## src/rtl/fifo_pkg.sv

```systemverilog
// Shared sizing helpers for the parametrised datapath buffers.
// Every block derives its pointer and occupancy widths from these functions.
package fifo_pkg;

  function automatic int addr_width(input int depth);
    return (depth > 1) ? $clog2(depth) : 1;
  endfunction

  // Occupancy has to represent DEPTH itself, hence the +1.
  function automatic int count_width(input int depth);
    return $clog2(depth + 1);
  endfunction

  localparam int DEFAULT_DEPTH = 16;

  typedef logic [count_width(DEFAULT_DEPTH)-1:0] fifo_count_t;

endpackage

```

## src/rtl/sync_fifo_param_if.sv

```systemverilog
// Producer/consumer valid-ready handshake bundle for sync_fifo_param.
interface sync_fifo_param_if #(
  parameter int WIDTH = 8
);

  logic [WIDTH-1:0] idata;
  logic             ivalid;
  logic             iready;
  logic [WIDTH-1:0] odata;
  logic             ovalid;
  logic             oready;

  modport master (
    output idata, ivalid, oready,
    input  iready, odata, ovalid
  );

  modport slave (
    input  idata, ivalid, oready,
    output iready, odata, ovalid
  );

endinterface

```

## src/rtl/fifo_ram.sv

```systemverilog
// DEPTH x WIDTH storage: one synchronous write port, one asynchronous read port.
module fifo_ram
  import fifo_pkg::*;
#(
  parameter int WIDTH = 8,
  parameter int DEPTH = 16,
  localparam int AW   = addr_width(DEPTH)
) (
  input  logic             clock,
  input  logic             we,
  input  logic [AW-1:0]    waddr,
  input  logic [WIDTH-1:0] wdata,
  input  logic [AW-1:0]    raddr,
  output logic [WIDTH-1:0] rdata
);

  logic [WIDTH-1:0] mem [DEPTH];

  // NOTE: storage has no reset; the pointers alone decide what is valid,
  // so clearing the array would only cost a reset net to every bit.
  always_ff @(posedge clock) begin
    if (we) mem[waddr] <= wdata;
  end

  assign rdata = mem[raddr];

endmodule

```

## src/rtl/sync_fifo_param.sv

```systemverilog
// First-word-fall-through synchronous FIFO with valid/ready on both sides and flush.
// Optional high-watermark register enabled by defining SYNC_FIFO_PEAK_EN.
module sync_fifo_param
  import fifo_pkg::*;
#(
  parameter int WIDTH     = 8,
  parameter int DEPTH     = 16,
  parameter int AFULL_LVL = DEPTH - 2,
  localparam int CW       = count_width(DEPTH)
) (
  input  logic             clock,
  input  logic             reset,
  input  logic             flush,
  sync_fifo_param_if.slave bus,
  output logic [CW-1:0]    count,
  output logic             afull,
  output logic [CW-1:0]    peak
);

  localparam int AW = addr_width(DEPTH);

  typedef logic [AW-1:0] ptr_t;
  typedef logic [CW-1:0] count_t;

  ptr_t   wr_ptr, rd_ptr;
  logic   full, empty, push, pop;

  assign full  = (count == count_t'(DEPTH));
  assign empty = (count == '0);

  // iready also drops while reset is held so nothing is offered a handshake.
  assign bus.iready = reset && !full;
  assign bus.ovalid = !empty;
  assign afull      = (count >= count_t'(AFULL_LVL));

  assign push = bus.ivalid && bus.iready;
  assign pop  = bus.ovalid && bus.oready;

  // NOTE: state registers use non-blocking assignments so every flop samples
  // pre-edge values regardless of process ordering.
  always_ff @(posedge clock or negedge reset) begin
    if (!reset) begin
      wr_ptr <= '0;
      rd_ptr <= '0;
      count  <= '0;
    end else if (flush) begin
      wr_ptr <= '0;
      rd_ptr <= '0;
      count  <= '0;
    end else begin
      if (push) wr_ptr <= wr_ptr + 1'b1;
      if (pop)  rd_ptr <= rd_ptr + 1'b1;
      unique case ({push, pop})
        2'b10:   count <= count + 1'b1;
        2'b01:   count <= count - 1'b1;
        default: count <= count;
      endcase
    end
  end

`ifdef SYNC_FIFO_PEAK_EN
  // count never exceeds DEPTH, so the watermark saturates there on its own.
  always_ff @(posedge clock or negedge reset) begin
    if (!reset) begin
      peak <= '0;
    end else if (flush) begin
      peak <= '0;
    end else if (count > peak) begin
      peak <= count;
    end
  end
`else
  assign peak = '0;
`endif

  fifo_ram #(
    .WIDTH (WIDTH),
    .DEPTH (DEPTH)
  ) u_ram (
    .clock (clock),
    .we    (push && !flush),
    .waddr (wr_ptr),
    .wdata (bus.idata),
    .raddr (rd_ptr),
    .rdata (bus.odata)
  );

endmodule

```

## src/flat_wrapper.sv

```systemverilog
// flat-port wrapper written by rule: the top's interface ports become plain ports
module sync_fifo_param_flat import fifo_pkg::*;
#(
  parameter int WIDTH     = 8,
  parameter int DEPTH     = 16,
  parameter int AFULL_LVL = DEPTH - 2,
  localparam int CW       = count_width(DEPTH)
)
  (clock, reset, flush, count, afull, peak, bus_idata, bus_ivalid, bus_oready, bus_iready, bus_odata, bus_ovalid);
  sync_fifo_param_if #(.WIDTH(WIDTH)) bus_i ();
  input  logic clock;
  input  logic reset;
  input  logic flush;
  output logic [CW-1:0] count;
  output logic afull;
  output logic [CW-1:0] peak;
  input wire logic [$bits(bus_i.idata)-1:0] bus_idata;
  input wire logic [$bits(bus_i.ivalid)-1:0] bus_ivalid;
  input wire logic [$bits(bus_i.oready)-1:0] bus_oready;
  output wire logic [$bits(bus_i.iready)-1:0] bus_iready;
  output wire logic [$bits(bus_i.odata)-1:0] bus_odata;
  output wire logic [$bits(bus_i.ovalid)-1:0] bus_ovalid;
  assign bus_i.idata = bus_idata;
  assign bus_i.ivalid = bus_ivalid;
  assign bus_i.oready = bus_oready;
  assign bus_iready = bus_i.iready;
  assign bus_odata = bus_i.odata;
  assign bus_ovalid = bus_i.ovalid;
  sync_fifo_param #(.WIDTH(WIDTH), .DEPTH(DEPTH), .AFULL_LVL(AFULL_LVL)) u_core (.clock(clock), .reset(reset), .flush(flush), .bus(bus_i), .count(count), .afull(afull), .peak(peak));
endmodule
```

## config.mk

```make
export PLATFORM = sky130hd
export DESIGN_NAME = sync_fifo_param_flat
export DESIGN_NICKNAME = d
export VERILOG_FILES = /design/src/rtl/fifo_pkg.sv /design/src/rtl/sync_fifo_param_if.sv /design/src/rtl/fifo_ram.sv /design/src/rtl/sync_fifo_param.sv /design/src/flat_wrapper.sv
export SDC_FILE = /design/constraint.sdc
export NUM_CORES = 1
export LEC_CHECK = 0
export ABC_AREA = 0
export CAP_MARGIN = 5
export CORE_MARGIN = 10
export CORE_UTILIZATION = 45
export DETAILED_ROUTE_END_ITERATION = 16
export HOLD_SLACK_MARGIN = 0.08
export PLACE_DENSITY_LB_ADDON = 0.25
export RECOVER_POWER = 100
export SLEW_MARGIN = 5
export SYNTH_ARGS = -nofsm -noshare
export SYNTH_HDL_FRONTEND = slang
export SYNTH_HIERARCHICAL = 1
export SYNTH_SLANG_ARGS = --single-unit
export TNS_END_PERCENT = 50
```

## constraint.sdc

```tcl
create_clock -name clock -period 3.2 [get_ports clock]
set_input_delay 0.48 -clock clock [delete_from_list [all_inputs] [get_ports clock]]
set_output_delay 0.48 -clock clock [all_outputs]
set_load 0.005 [all_outputs]
```

# [Word level (Yosys, flattened, before mapping)]
# Memories as Yosys holds them, arrays and structs flattened.
# Index checks and enable logic that the tools add are counted.
[totals] regBits=13 mem_bits_rw=128 inputBits=13 output_inout_bits=21 elab_cells=31 n_memories=1
[memory_table] memory="u_core.u_ram.mem" words=16 word_bits=8 read_ports=1 rd_ports_with_merged_regs=0 wr=1 line="fifo_ram.sv:17" text="logic [WIDTH-1:0] mem [DEPTH];"
[op_classes] addsub=4 order_cmp=1 n_eq_ne=3 n_mux=8 n_reduce_logical=11
[ops] operator="two-way mux 4 bit" n=4
[ops] operator="case mux 5 bit (2 select lines)" n=1
[ops] operator="adder 4 x 1 -> 4 bit (second input constant)" n=2
[ops] operator="adder 5 x 1 -> 5 bit (second input constant)" n=1
[ops] operator="equality test 5 bit (second input constant)" n=1
[ops] operator="greater-or-equal comparator 5 x 4 -> 1 bit (second input constant)" n=1
[ops] operator="logical NOT 5 bit" n=1
[ops] operator="two-way mux 5 bit" n=1
[ops] operator="subtractor 5 x 1 -> 5 bit (second input constant)" n=1
[ops] operator="logical AND 1 bit" n=4
[ops] operator="nonzero test 2 bit" n=2
[ops] operator="logical NOT 1 bit" n=3
[ops] operator="nonzero test 3 bit" n=1
[ops] operator="equality test 2 x 1 -> 1 bit (second input constant)" n=1
[ops] operator="equality test 2 bit (second input constant)" n=1
[ops] operator="two-way mux 1 bit" n=2

# [Longest topological paths before layout]
# Gate-level depths: netlist (run 1).
[logic_depth] depth_word=7 mapped_depth=9 depth_no_buf=9

# [By module]
# The synthesis (run 1) kept the hierarchy.
[by_module_without_submodules] module="fifo_ram" n_inst=1 cells_per_inst=221 area_per_inst_um2=4987.3
[by_module_without_submodules] module="sync_fifo_param" n_inst=1 cells_per_inst=98 area_per_inst_um2=952.2

# [Worst setup path after synthesis (run 1)]
# Ideal clock, no wire load.
[synth_path] path_type="reg2reg" from="register u_core.count[1]" to="register u_core.count[4]" setup_time_ns=0.137 t_arrival_ns=2.437 required_time_ns=3.063 setup_slack_ns=0.627 path_stages_with_launch=10 path_buffers=0 path_cell_list="dfrtp_1 -> or4_1 -> o21ai_1 -> or2_1 -> inv_1 -> ha_1 -> nor2b_1 -> o22a_1 -> mux2i_1 -> a31oi_1"
[synth_between] elab_chain_len=7 elab_cells_between_ends=14 cone_classes="2 x add/sub; 3 x eq/ne; 2 x mux; 7 x reduce/logical"
[synth_lines] item="from (decl)" line="sync_fifo_param.sv:15" text="output logic [CW-1:0] count,"
[synth_lines] item="from (signal assigned)" line="sync_fifo_param.sv:54" text="2'b10: count <= count + 1'b1;"
[synth_lines] item="from (signal assigned)" line="sync_fifo_param.sv:55" text="2'b01: count <= count - 1'b1;"
[synth_lines] item="from (signal assigned)" line="sync_fifo_param.sv:56" text="default: count <= count;"
[synth_lines] item="equality test 5 bit" line="sync_fifo_param.sv:28" text="assign full = (count == count_t'(DEPTH));"
[synth_lines] item="logical NOT 1 bit" line="sync_fifo_param.sv:32" text="assign bus.iready = reset && !full;"
[synth_lines] item="logical AND 1 bit" line="sync_fifo_param.sv:32"
[synth_lines] item="logical AND 1 bit" line="sync_fifo_param.sv:36" text="assign push = bus.ivalid && bus.iready;"
[synth_lines] item="equality test 2 x 1 -> 1 bit / equality test 2 bit (equally long branches)" line="sync_fifo_param.sv:53" text="unique case ({push, pop})"
[synth_lines] item="case mux 5 bit (2 select lines)" line="sync_fifo_param.sv:53"
[synth_lines] item="two-way mux 5 bit" line="sync_fifo_param.sv:46" text="end else if (flush) begin"
# Parallel ways exist; a longest one is shown, timed or not.
# A chain may end at the register's enable or synchronous reset.

# [Worst setup path in the final report (run 1)]
[layout_path] from="register u_core.rd_ptr[0]" to="output bus_odata[7]"
[layout_between] elab_chain_len=1
[layout_lines] item="from (decl)" line="sync_fifo_param.sv:25" text="ptr_t wr_ptr, rd_ptr;"
[layout_lines] item="from (signal assigned)" line="sync_fifo_param.sv:52" text="if (pop) rd_ptr <= rd_ptr + 1'b1;"
[layout_lines] item="memory read (16 x 8 bit)"
[layout_lines] item="to (decl)" line="flat_wrapper.sv:21" text="output wire logic [$bits(bus_i.odata)-1:0] bus_odata;"
# Every way passes these cells.

==> impl_summary.md, run 1 <==
Outcome
The run finished with clean final reports.

Clock network
The root buffer cell chosen for the clock tree is sky130_fd_sc_hd__clkbuf_16. The CTS tree is yes. Clock latency on the worst-skew pair, taken at its later pin, is 410 ps. The number of instances resized during post-cts repair is 0. The number of clock buffers inserted by TritonCTS is 17.

The post-CTS setup buffer count is 0. The level count of the clock H-tree is 4. The sink count of the clock tree is 141. For this design, the CTS-stage hold fixing added 0 buffers.

The CTS clock-pin slew for the worst setup and hold paths is 50 ps. The clock passes through at most 2 buffers.

Critical path
The worst-path maximum fanout is 35. The register-to-register setup slack is 280 ps. The slowest stage cell on the critical path is sky130_fd_sc_hd__mux4_2.

The worst register-to-register path ends at u_core/u_ram/mem[1][1]$_DFFE_PP_. The endpoint required time on the critical path is 2720 ps. The critical path capture point type is an output pin. The reg-to-reg startpoint is u_core/count[0]$_DFFE_PN0P_. The type of the setup path with the least slack is register to output pin. The worst register-to-register path has a depth of 7. The path length in cells of the critical path is 5. The sum of buffers and inverters on the critical path is 2. Traced cell by cell, the critical path runs through buf_12, mux4_2, a22oi_1, nand2_1, clkdlybuf4s50_1. The top cell family by delay on the critical path is buffers and inverters. The longest individual stage delay on the worst path is 540 ps. The endpoint arrival time on the critical path is 2500 ps. The launching element type of the critical path is a register.

Floorplan
34 I/O pins were placed. The initial standard-cell utilization of the core is 46.5%. The die is 135 um tall.

The die span in x is 135 um. The number of standard-cell rows in the floorplan is 41. The total area inside the core boundary comes to 0.0128 mm2. The floorplan step defined a die boundary enclosing 0.0182 mm2.

Min path
The worst hold endpoint is u_core/wr_ptr[3]$_DFFE_PN0P_. The worst hold path begins at u_core/wr_ptr[3]$_DFFE_PN0P_. The instance count along the most critical hold path is 2.

The tightest min-delay check is of the register to register type.

Finish
Relative to the synthesized area, the layout overhead comes to 17.9%. The share of final-layout standard cells stronger than drive strength 1 is 14.4%. 0 antenna diodes ended up in the layout.

The final cell utilization of the core is 54.8%. In the final design database the tool counted 394 nets.

Global routing
For this run the aggregate overflow at the end of global routing stands at 0. The pin count of the biggest net entering global routing is 36. The first global-routing pass estimated 18900 um of wire. The initial antenna violation count is 0. The total routing usage reported by global routing is 14.0%. The via count of the first global-routing pass is 3328.

STA
The final clock period utilization by the worst path is 93.0%. The aggregate negative setup slack is 0 ps. Setup violations remaining at the end of the flow were counted as 0. Derived from the worst setup path, the maximum achievable clock frequency is 336 MHz.

Setup repair after global routing left no endpoint under its margin. The hold violation total from the final report came to 0. The time the final worst path needs with I/O delays and setup is 2980 ps. The number of slew-limit violations in the final report is 0.

For the final database, setup skew stands at 10.3 ps. The relative max-transition margin is 44.3%. At the pin with the least slew margin, the transition time is 836 ps.

Placement
The number of port buffers is 28. The estimated wirelength of the detail-placed design is 7580 um. The congestion estimate from routability-driven global placement came to 0.804.

Pwr
The switching power is 0.00126 W. Dividing total power by cell area gives a power density of 743 mW/mm2. The static leakage power is 2.36 nW.

The share of power burned in the clock network is 37.9%. The combinational power share is 21.5%. Of the total power, the share spent switching nets is 24.3%.

The cell-internal power is 0.00394 W. The maximum vdd ir drop is 0.532 mV. The share of total power in sequential cells is 40.5%.

Synthesis
Synthesis instantiated 52 different standard cells from the library. The synthesized netlist devotes 4.34% of its cell area to compound gates. For this run, the number of Yosys warnings is 6. The share of flip-flops with an asynchronous set or reset is 9.22%. The number of flip-flops and latches in the synthesized netlist is 141.

In this run the mean area of a mapped cell was 18.6 um2. After Yosys synthesis, full adders, half adders and majority gates account for 1.39% of the synthesized area. In the synthesized netlist the dominant register cell turns out to be sky130_fd_sc_hd__edfxtp_1. After synthesis, the largest family of logic cells by area is multiplexers. The sequential element share of the synthesized area is 70.2%. The number of enable-type register cells in the synthesized netlist is 128.

After Yosys synthesis, XOR and XNOR cells account for 0.885% of the synthesized area. The mapped netlist covers 0.00594 mm2. In the synthesized netlist, the number of instances is 319. Of the total synthesized cell area, the portion taken by AND, OR, NAND and NOR gates is 6.26%. The post-synthesis mux area share is 14.3%.

Routing
The average wire per standard cell is 21.4 um. For this run, the detailed router's first-pass iteration total came to 4. The final wirelength is 12000 um.

After detailed routing, the number of vias per cell comes to 5.52. The number of DRC markers in iteration 0 is 219. The total number of vias is 3090. The remaining antenna violation count after routing is 0. The DRC violation count after routing is 0.

Flow run
The number of max-cap violations is 0.
registers in the layout, summed over array words and instances (netlist names):
signal / count
u_core/count: 5
u_core/u_ram/mem: 128
u_core/wr_ptr: 4
u_core/rd_ptr: 4
cell type report:
type / count / area, um2
clock buffer: 23 / 448
inverter: 4 / 15.0
timing repair buffer: 52 / 403
tap: 172 / 215
clock inverter: 9 / 143
sequential: 141 / 4170
fill: 995 / 5770
multi-input combinational: 159 / 1610
cell families after synthesis:
group | after synthesis
buffers and inverters | 23
AND/OR/NAND/NOR | 71
XOR/XNOR | 6
other | 1
AO/OA/AOI/OAI | 33
multiplexers | 38
flip-flops | 141
adder cells (fa/ha/maj) | 6
worst max path at each step:
stage	start	to	slack, ps
finish	u_core/rd_ptr[0]$_DFFE_PN0P_	bus_odata[7]	220
global route	reset	bus_iready	50
CTS	u_core/rd_ptr[0]$_DFFE_PN0P_	bus_odata[7]	160
detailed placement	bus_ivalid	u_core/count[4]$_DFFE_PN0P_	320
global placement	reset	u_core/u_ram/mem[0][3]$_DFFE_PP_	400
floorplan	u_core/count[1]$_DFFE_PN0P_	u_core/count[4]$_DFFE_PN0P_	630
Yosys cell counts, drive strengths merged (3+ instances only):
cell type        n  share of area, %
mux2i            3              0.51
clkdlybuf4s25    3              0.51
buf             13               1.6
xnor2            3              0.44
dfrtp           13               5.5
ha               5               1.1
a22oi           16               2.0
nor3             6              0.51
mux2             3              0.76
nor2b            5              0.53
inv              4              0.25
clkbuf           3              0.19
o211ai           3              0.38
nor2            24               1.5
xor2             3              0.44
nand3            6              0.51
nand2b           4              0.46
mux4            32                13
nand2           12              0.76
edfxtp         128                65
metal layers:
metal  GRT usage [%]  routed length (um)
met5               0                   0
met4            5.74                 212
met3            4.82                 584
met2            21.9                5950
met1            17.3                5240
per-stage QoR:
stage	hold slack (ps)	instances	total power, W	setup WS, ps	cell area, um2
final	628	560	0.00520	224	7000
after global routing	677	560	0.00545	51.3	7000
after CTS	401	560	0.00534	163	7100
after detailed placement	628	528	0.00335	323	6500
after global placement	609	528	0.00334	400	6500
after floorplan	184	323	0.00295	627	5950
layout by cell type, fill, tap and decap left out, drive strengths merged, types with 3 or more instances in the layout:
master           n
edfxtp         128
clkbuf          42
mux4            32
nor2            24
dlygate4sd3     16
a22oi           16
dfrtp           13
clkdlybuf4s50   12
nand2           12
nand3            6
nor3             6
nor2b            5
ha               5
conb             5
buf              5
clkinv           5
bufinv           4
inv              4
nand2b           4
xnor2            3
o211ai           3
xor2             3
mux2i            3
mux2             3
power groups by stage:
stage	registers (W)	clock network [W]	logic, W
after CTS	0.00212	0.00201	0.00120
final	0.00211	0.00197	0.00112
after global placement	0.00216	0	0.00118
after floorplan	0.00215	0	0.000806
after detailed placement	0.00216	0	0.00120
after global routing	0.00212	0.00210	0.00124
tightest hold or removal path: stages (launching register included):
cell and delay [ps]:
sky130_fd_sc_hd__dfrtp_1 420, sky130_fd_sc_hd__xnor2_1 140, sky130_fd_sc_hd__nor2_1 40
Note: power is estimated with default switching activity, not from simulation.
==> inputs of run 2 (changes only) <==
--- a/config.mk
+++ b/config.mk
@@ -7,9 +7,10 @@
 export LEC_CHECK = 0
 export ABC_AREA = 0
 export CAP_MARGIN = 5
-export CORE_MARGIN = 10
+export CORE_MARGIN = 1.5
 export CORE_UTILIZATION = 45
 export DETAILED_ROUTE_END_ITERATION = 16
+export GPL_TIMING_DRIVEN = 0
 export HOLD_SLACK_MARGIN = 0.08
 export PLACE_DENSITY_LB_ADDON = 0.25
 export RECOVER_POWER = 100
==> run 2 against run 1 <==
Sequential power barely moved. Die area fell by 24%. Sequential share of layout area rose by 0.075 points. Global-route usage rose by 4.2 points. Final cell count fell by 1.1%. Clock skew fell by 3.5 ps. Clock-buffer cell count fell by 1. Register-to-register slack got worse by 20 ps. Final area fell by 0.13%. Critical endpoint is now bus_odata[5]. Critical path depth rose by 1. Combinational power barely moved.
==> impl_summary.md, run 2 (synthesized netlist as in run 1, its figures left out) <==
STA
The final clock period utilization by the worst path is 95.3%. The clock arrives with 6.74 ps of skew. The hold violation total from the final report was 0. Derived from the worst setup path, the maximum achievable clock frequency is 328 MHz. The time the final worst path needs with I/O delays and setup is 3050 ps. The number of slew-limit violations in the final report was 0. After routing, the total negative slack on setup checks comes to 0 ps. The final setup violation count is 0. Setup repair after global routing left no endpoint under its margin.

Headroom to the max-slew limit came out at 40.0%. For the pin with the worst max-slew slack, the measured transition is 896 ps.

Pwr
The share of power burned in the clock network is 35.5%. For this design the ratio of total power to cell area is 727 mW/mm2. The total power of the final layout is 0.00508 W. The switching power is 0.00129 W. Across the VDD grid, the largest voltage drop is 0.417 mV. Combinational cells account for 22.5% of the total power.

The switching share of total power is 25.4%. Of the total power, registers draw 42.0%. The static leakage power is 2.37 nW.

The cell-internal power is 0.00379 W.

Global routing
The first global-routing pass estimated 18300 um of wire. The initial antenna violation count is 0. The via count of the first global-routing pass is 3219.

Entering global routing, the biggest net connects 18 pins. The overall overflow remaining after global route is 0. Global routing consumed, over all layers together, 18.2% of the routing resources.

Floorplan
The floorplan step defined a die boundary enclosing 0.0139 mm2. The number of standard-cell rows in the floorplan is 41. The die boundary height is 118 um. In this run the count of I/O pins placed on the die edge is 34. The initial standard-cell utilization of the core is 46.5%. The core region is 0.0128 mm2. The die span in x is 118 um.

Clock network
The level count of the clock H-tree is 4. In this run the clock root is driven by a sky130_fd_sc_hd__clkbuf_16. The CTS clock-pin slew for the worst setup and hold paths is 60 ps. The post-CTS setup buffer count is 0. Counting along the longest clock path gives a buffer depth of 2. TritonCTS built the clock tree.

The number of clock buffers inserted by TritonCTS is 17. The later pin in the worst-skew pair is clocked with a latency of 410 ps. The sink count of the clock tree is 141.

Routing
The post-route met1 wirelength is 5060 um. The uppermost signal routing layer after detailed routing is met4. The final wirelength is 11600 um.

After detailed routing, the number of remaining DRC violations is 0. The total length of routed met3 wires is 471 um. The remaining antenna violation count after routing is 0. Using the TritonRoute via totals, the vias-per-cell ratio works out to 5.56. Dividing the detail-routed wire length by the instance count gives 20.9 um. The number of DRC markers in iteration 0 is 238. The number of search-and-repair iterations in the first detailed-routing pass is 4. The met2 layer wire length in the routed design is 5950 um.

The total number of vias is 3078.

Critical path
On the worst path, the slowest cell contributes a delay of 570 ps. STA classifies the critical path startpoint as a register. The endpoint required time on the critical path is 2720 ps. Data arrives at the worst endpoint at 2570 ps.

The type of the setup path with the least slack is register to output pin. The slowest stage cell on the critical path is sky130_fd_sc_hd__mux4_1. Traced cell by cell, the critical path runs through buf_6, buf_4, mux4_1, a22oi_1, nand2_1, clkdlybuf4s50_1. Of all nets on the critical path, the largest fanout is 10.

The worst setup path is captured at an output pin.

Finish
From synthesis to final layout, the design area changed by 17.8%. The most common cell after layout, fill and taps aside is sky130_fd_sc_hd__edfxtp_1. The largest registers in the layout are u_core/u_ram/mem: 128 flops, u_core/count: 5 flops.

The number of flip-flops under the largest register name is 128. 0 antenna diodes ended up in the layout. At the end of the flow, the number of nets in the layout was 388. The register name with the most flops is u_core/u_ram/mem. Of the cells placed in the final design, the portion with a size suffix greater than 1 is 18.6%. In the layout the commonest cells are sky130_fd_sc_hd__edfxtp_1, sky130_fd_sc_hd__nor2_1, sky130_fd_sc_hd__dlygate4sd3_1, sky130_fd_sc_hd__mux4_2, sky130_fd_sc_hd__clkbuf_16.

Outcome
The run finished with clean final reports.

Flow run
The number of max-cap violations is 0.

Placement
The HPWL after detailed placement is 7310 um. The weighted congestion at the end of routability-driven global placement is 0.769. In this run the tool buffered the top-level ports with 26 buffer cells.

Min path
The min-delay analysis places its worst path in the category primary input to register.
run 2: power by group through the flow:
| stage | Combinational (W) | Clock (W) | Sequential [W] |
|---|---|---|---|
| detailed placement | 0.00119 | 0 | 0.00217 |
| floorplan | 0.000806 | 0 | 0.00215 |
| global route | 0.00125 | 0.00191 | 0.00214 |
| finish | 0.00115 | 0.00180 | 0.00213 |
| global placement | 0.00117 | 0 | 0.00216 |
| CTS | 0.00120 | 0.00184 | 0.00214 |
run 2: what timing repair did:
item	4_1_cts	5_1_grt
gates resized for setup	6	4
endpoints found under the setup margin	129	132
endpoints found under the hold margin	0	13
pin swaps	0	0
hold buffers	0	1
run 2: path summary, 6_finish.rpt:
| path | from | to | slack (ps) | cells past startpoint |
|---|---|---|---|---|
| setup / recovery | u_core/rd_ptr[0]$_DFFE_PN0P_ | bus_odata[5] | 150 | 6 |
| hold reg to reg | u_core/rd_ptr[0]$_DFFE_PN0P_ | u_core/rd_ptr[0]$_DFFE_PN0P_ | 590 | 2 |
| setup reg to reg | u_core/count[1]$_DFFE_PN0P_ | u_core/count[4]$_DFFE_PN0P_ | 260 | 9 |
| hold / removal | bus_oready | u_core/rd_ptr[1]$_DFFE_PN0P_ | 470 | 3 |
| max in group asynchronous | reset | u_core/rd_ptr[0]$_DFFE_PN0P_ | 1990 | 2 |
| min in group asynchronous | reset | u_core/count[2]$_DFFE_PN0P_ | 770 | 2 |
run 2: layout make-up:
cell class	count	area (um2)
multi-input cells	159	1650
clock inverters	10	97.6
well taps	172	215
plain buffers	19	139
repair buffers	27	264
flip-flops and latches	141	4170
fillers	999	5780
inverters	4	15.0
clock buffers	22	444
run 2: through the flow:
step	utilization, %	area (um2)	instances	worst slack [ps]	hold WS, ps
detailed placement	50.5	6440	521	-881	599
global route	54.8	6990	554	39.6	475
floorplan	-	5950	323	627	184
finish	54.8	6990	554	151	465
global placement	50.3	6430	521	-1320	590
CTS	54.8	7000	553	56.8	247
run 2: per-layer routing:
metal	up-vias	global-route usage (%)
li1	1401	-
met1	1599	23.5
met2	73	29.6
met3	5	5.09
met4	0	6.63
met5	-	0
run 2: critical path: cells and delay by family (launching register included):
kind | cells | cell delay, ps
buffers and inverters | 3 | 860
multiplexers | 1 | 570
flip-flops | 1 | 400
AO/OA/AOI/OAI | 1 | 220
AND/OR/NAND/NOR | 1 | 100
==> inputs of run 3 (changes only) <==
--- a/config.mk
+++ b/config.mk
@@ -6,9 +6,10 @@
 export NUM_CORES = 1
 export LEC_CHECK = 0
 export ABC_AREA = 0
+export ABC_CLOCK_PERIOD_IN_PS = 3200
 export CAP_MARGIN = 5
 export CORE_MARGIN = 1.5
-export CORE_UTILIZATION = 45
+export CORE_UTILIZATION = 55
 export DETAILED_ROUTE_END_ITERATION = 16
 export GPL_TIMING_DRIVEN = 0
 export HOLD_SLACK_MARGIN = 0.08
==> run 3 against run 2 <==
Die area decreased by 18%. Sequential share of layout area fell by 0.38 points. Global-route usage up 3.5 points. Sequential power about the same. Critical path depth is the same. Critical endpoint is now bus_odata[2]. Largest cell class unchanged. Largest power group unchanged. Highest routed layer unchanged.
==> impl_summary.md, run 3 (synthesized netlist as in run 1, its figures left out) <==
Finish
Leaving out fill and tap cells, the most frequent cells in the layout are sky130_fd_sc_hd__edfxtp_1, sky130_fd_sc_hd__nor2_1, sky130_fd_sc_hd__mux4_2. The post-route netlist has 22.0% of its cells at a drive strength greater than 1. The number of flip-flops under the largest register name is 128. In the final design database the tool counted 388 nets.

0 antenna diodes ended up in the layout. Relative to the synthesized area, the layout overhead comes to 18.5%. Measured on the finished design, the core utilization comes to 67.6%. The number of fillers in the final layout is 672. Leaving out fill and tap cells, the most frequent cell in the layout is sky130_fd_sc_hd__edfxtp_1.

Ranked by flip-flop count, first place goes to u_core/u_ram/mem. The largest registers in the layout are u_core/u_ram/mem: 128 flops, u_core/count: 5 flops.

Clock network
TritonCTS built the clock tree. The number of clock buffers inserted by TritonCTS is 17. After clock tree synthesis, the clock-pin slew on the worst setup and hold paths is 60 ps. The level count of the clock H-tree is 4. The root buffer cell is sky130_fd_sc_hd__clkbuf_8.

The insertion delay of the later-clocked pin in the worst-skew pair is 520 ps. The sink count of the clock tree is 141. The number of buffers on the longest clock path is 2.

Routing
The final layout contains routed wiring with a total length of 11200 um. The number of search-and-repair iterations in the first detailed-routing pass is 5. The number of DRC markers in iteration 0 is 313. The DRC violation count after routing is 0. The via count normalized by instance count is 5.92. The remaining antenna violation count after routing is 0. The total number of vias is 3068. The average wire per standard cell is 21.7 um.

Min path
The worst hold endpoint is u_core/rd_ptr[1]$_DFFE_PN0P_. In this run the most critical hold path is launched from bus_oready. The worst hold path passes through 3 cells. In this run the worst hold path is classified as primary input to register.

STA
Timing would allow up to 321 MHz. Setup violations remaining at the end of the flow were counted as 0. Setup repair after global routing could not meet its margin everywhere. The clock period could shrink to 3110 ps. The number of slew-limit violations in the final report came to 0. The transition at the pin with the smallest max-transition slack is 838 ps. The hold violation total from the final report is 0. The worst pin sits at a relative slew slack of 43.9%. Between clock sinks in the finished design, the worst skew comes to 6.42 ps.

Across all setup checks in the final design, the least slack found is 85.7 ps. The aggregate negative setup slack is 0 ps. After layout, the worst path uses 97.3% of the clock period.

Placement
The number of port buffers is 26. The weighted congestion at the end of routability-driven global placement is 0.814. The estimated wirelength of the detail-placed design is 7300 um. The pre-CTS setup slack is -1130 ps.

Critical path
The slowest stage cell on the critical path is sky130_fd_sc_hd__mux4_1. The signal on the critical path passes through buf_6, buf_6, mux4_1, a22oi_2, nand2_1, clkdlybuf4s50_1. The worst register-to-register path begins at u_core/count[1]$_DFFE_PN0P_. The critical path starts at u_core/rd_ptr[0]$_DFFE_PN0P_.

STA classifies the critical path endpoint as an output pin. STA puts the critical path data arrival time at 2630 ps. The endpoint identified for the worst register-to-register timing path is u_core/count[4]$_DFFE_PN0P_. The launching element type of the critical path is a register. The register-to-register setup slack is 210 ps. The count of cells along the worst register-to-register path is 9. The type of the setup path with the least slack is register to output pin. The endpoint required time on the critical path is 2720 ps. The most prevalent standard cell on the critical path is sky130_fd_sc_hd__buf_6.

Along the worst path, the maximum fanout reaches 10. The longest individual stage delay on the worst path is 610 ps.

Outcome
The flow ran to the end, and the final reports show no timing, DRC or antenna violations.

Flow run
The number of max-cap violations is 0.

Floorplan
The initial standard-cell utilization of the core is 57.0%. The total area inside the core boundary comes to 0.0104 mm2. The die covers 0.0114 mm2.

The die span in x is 107 um. From bottom edge to top edge, the die measures 107 um. After floorplanning, the core was divided into 37 placement rows. For this design the top-level I/O count stands at 34.

Pwr
Total power for the finished layout comes to 0.00526 W. Across the VDD grid, the largest voltage drop is 0.516 mV. For this design the ratio of total power to cell area is 747 mW/mm2. For this design the static power due to leakage is 2.41 nW.

Global routing
The initial antenna violation count is 0. The via count of the first global-routing pass is 3098. Entering global routing, the biggest net connects 18 pins. The wire length of the first global-routing pass is 17200 um. Global routing used 21.7% of the available tracks. The total overflow left after global routing is 0.
run 3: cell count changes in the layout (fill, tap and decap cells not counted), sizes merged:
cell           before  now
clkbuf             26   23
bufinv              2    4
dlygate4sd3        18   17
clkinv              7    8
clkdlybuf4s50       8    9
run 3: area by class of cell:
class,instances,area (um2),area share [%]
well taps,136,170,2.42
multi-input cells,159,1670,23.8
repair buffers,27,264,3.75
clock buffers,19,432,6.13
clock inverters,13,171,2.44
inverters,4,15.0,0.213
plain buffers,19,143,2.03
flip-flops and latches,141,4170,59.2
run 3: critical path: cells and delay by family, from the launching register on:
kind / cells / cell delay (ps)
compound gates: 1 / 240
flops: 1 / 400
buf+inv: 3 / 760
mux: 1 / 610
simple gates: 1 / 100
run 3: routing by layer:
metal	GRT usage [%]	up-vias	wire, um
met5	0	-	0
met4	9.24	0	247
met3	5.41	19	757
met2	34.2	113	5590
met1	29.2	1545	4650
li1	-	1391	-
run 3: how the worst max path moves through the flow:
stage                                                  end  cells past startpoint
after floorplan                u_core/count[4]$_DFFE_PN0P_                      9
after global placement    u_core/u_ram/mem[0][1]$_DFFE_PP_                      6
after detailed placement  u_core/u_ram/mem[0][1]$_DFFE_PP_                      6
after CTS                                     bus_odata[1]                      6
after global routing                          bus_odata[1]                      6
final                                         bus_odata[2]                      6
run 3: repair_timing:
action                                  4_1_cts  5_1_grt
buffers inserted                              0        0
endpoints found under the setup margin       62       54
pin swaps                                     0        1
hold buffers                                  0        1
endpoints found under the hold margin         0       13
resized for setup                            10        8
run 3: power breakdown:
group          switching [W]  internal (W)
clock               0.000690       0.00128
combinational       0.000545      0.000620
sequential         0.0000732       0.00206
total                0.00131       0.00395
run 3: stage by stage:
| step | cell area [um2] | hold slack, ps | instances |
|---|---|---|---|
| 2_1_floorplan | 5950 | 184 | 323 |
| 3_3_place_gp | 6380 | 601 | 485 |
| 3_5_place_dp | 6380 | 621 | 485 |
| 4_1_cts | 7030 | 114 | 517 |
| 5_1_grt | 7040 | 378 | 518 |
| 6_report | 7040 | 373 | 518 |
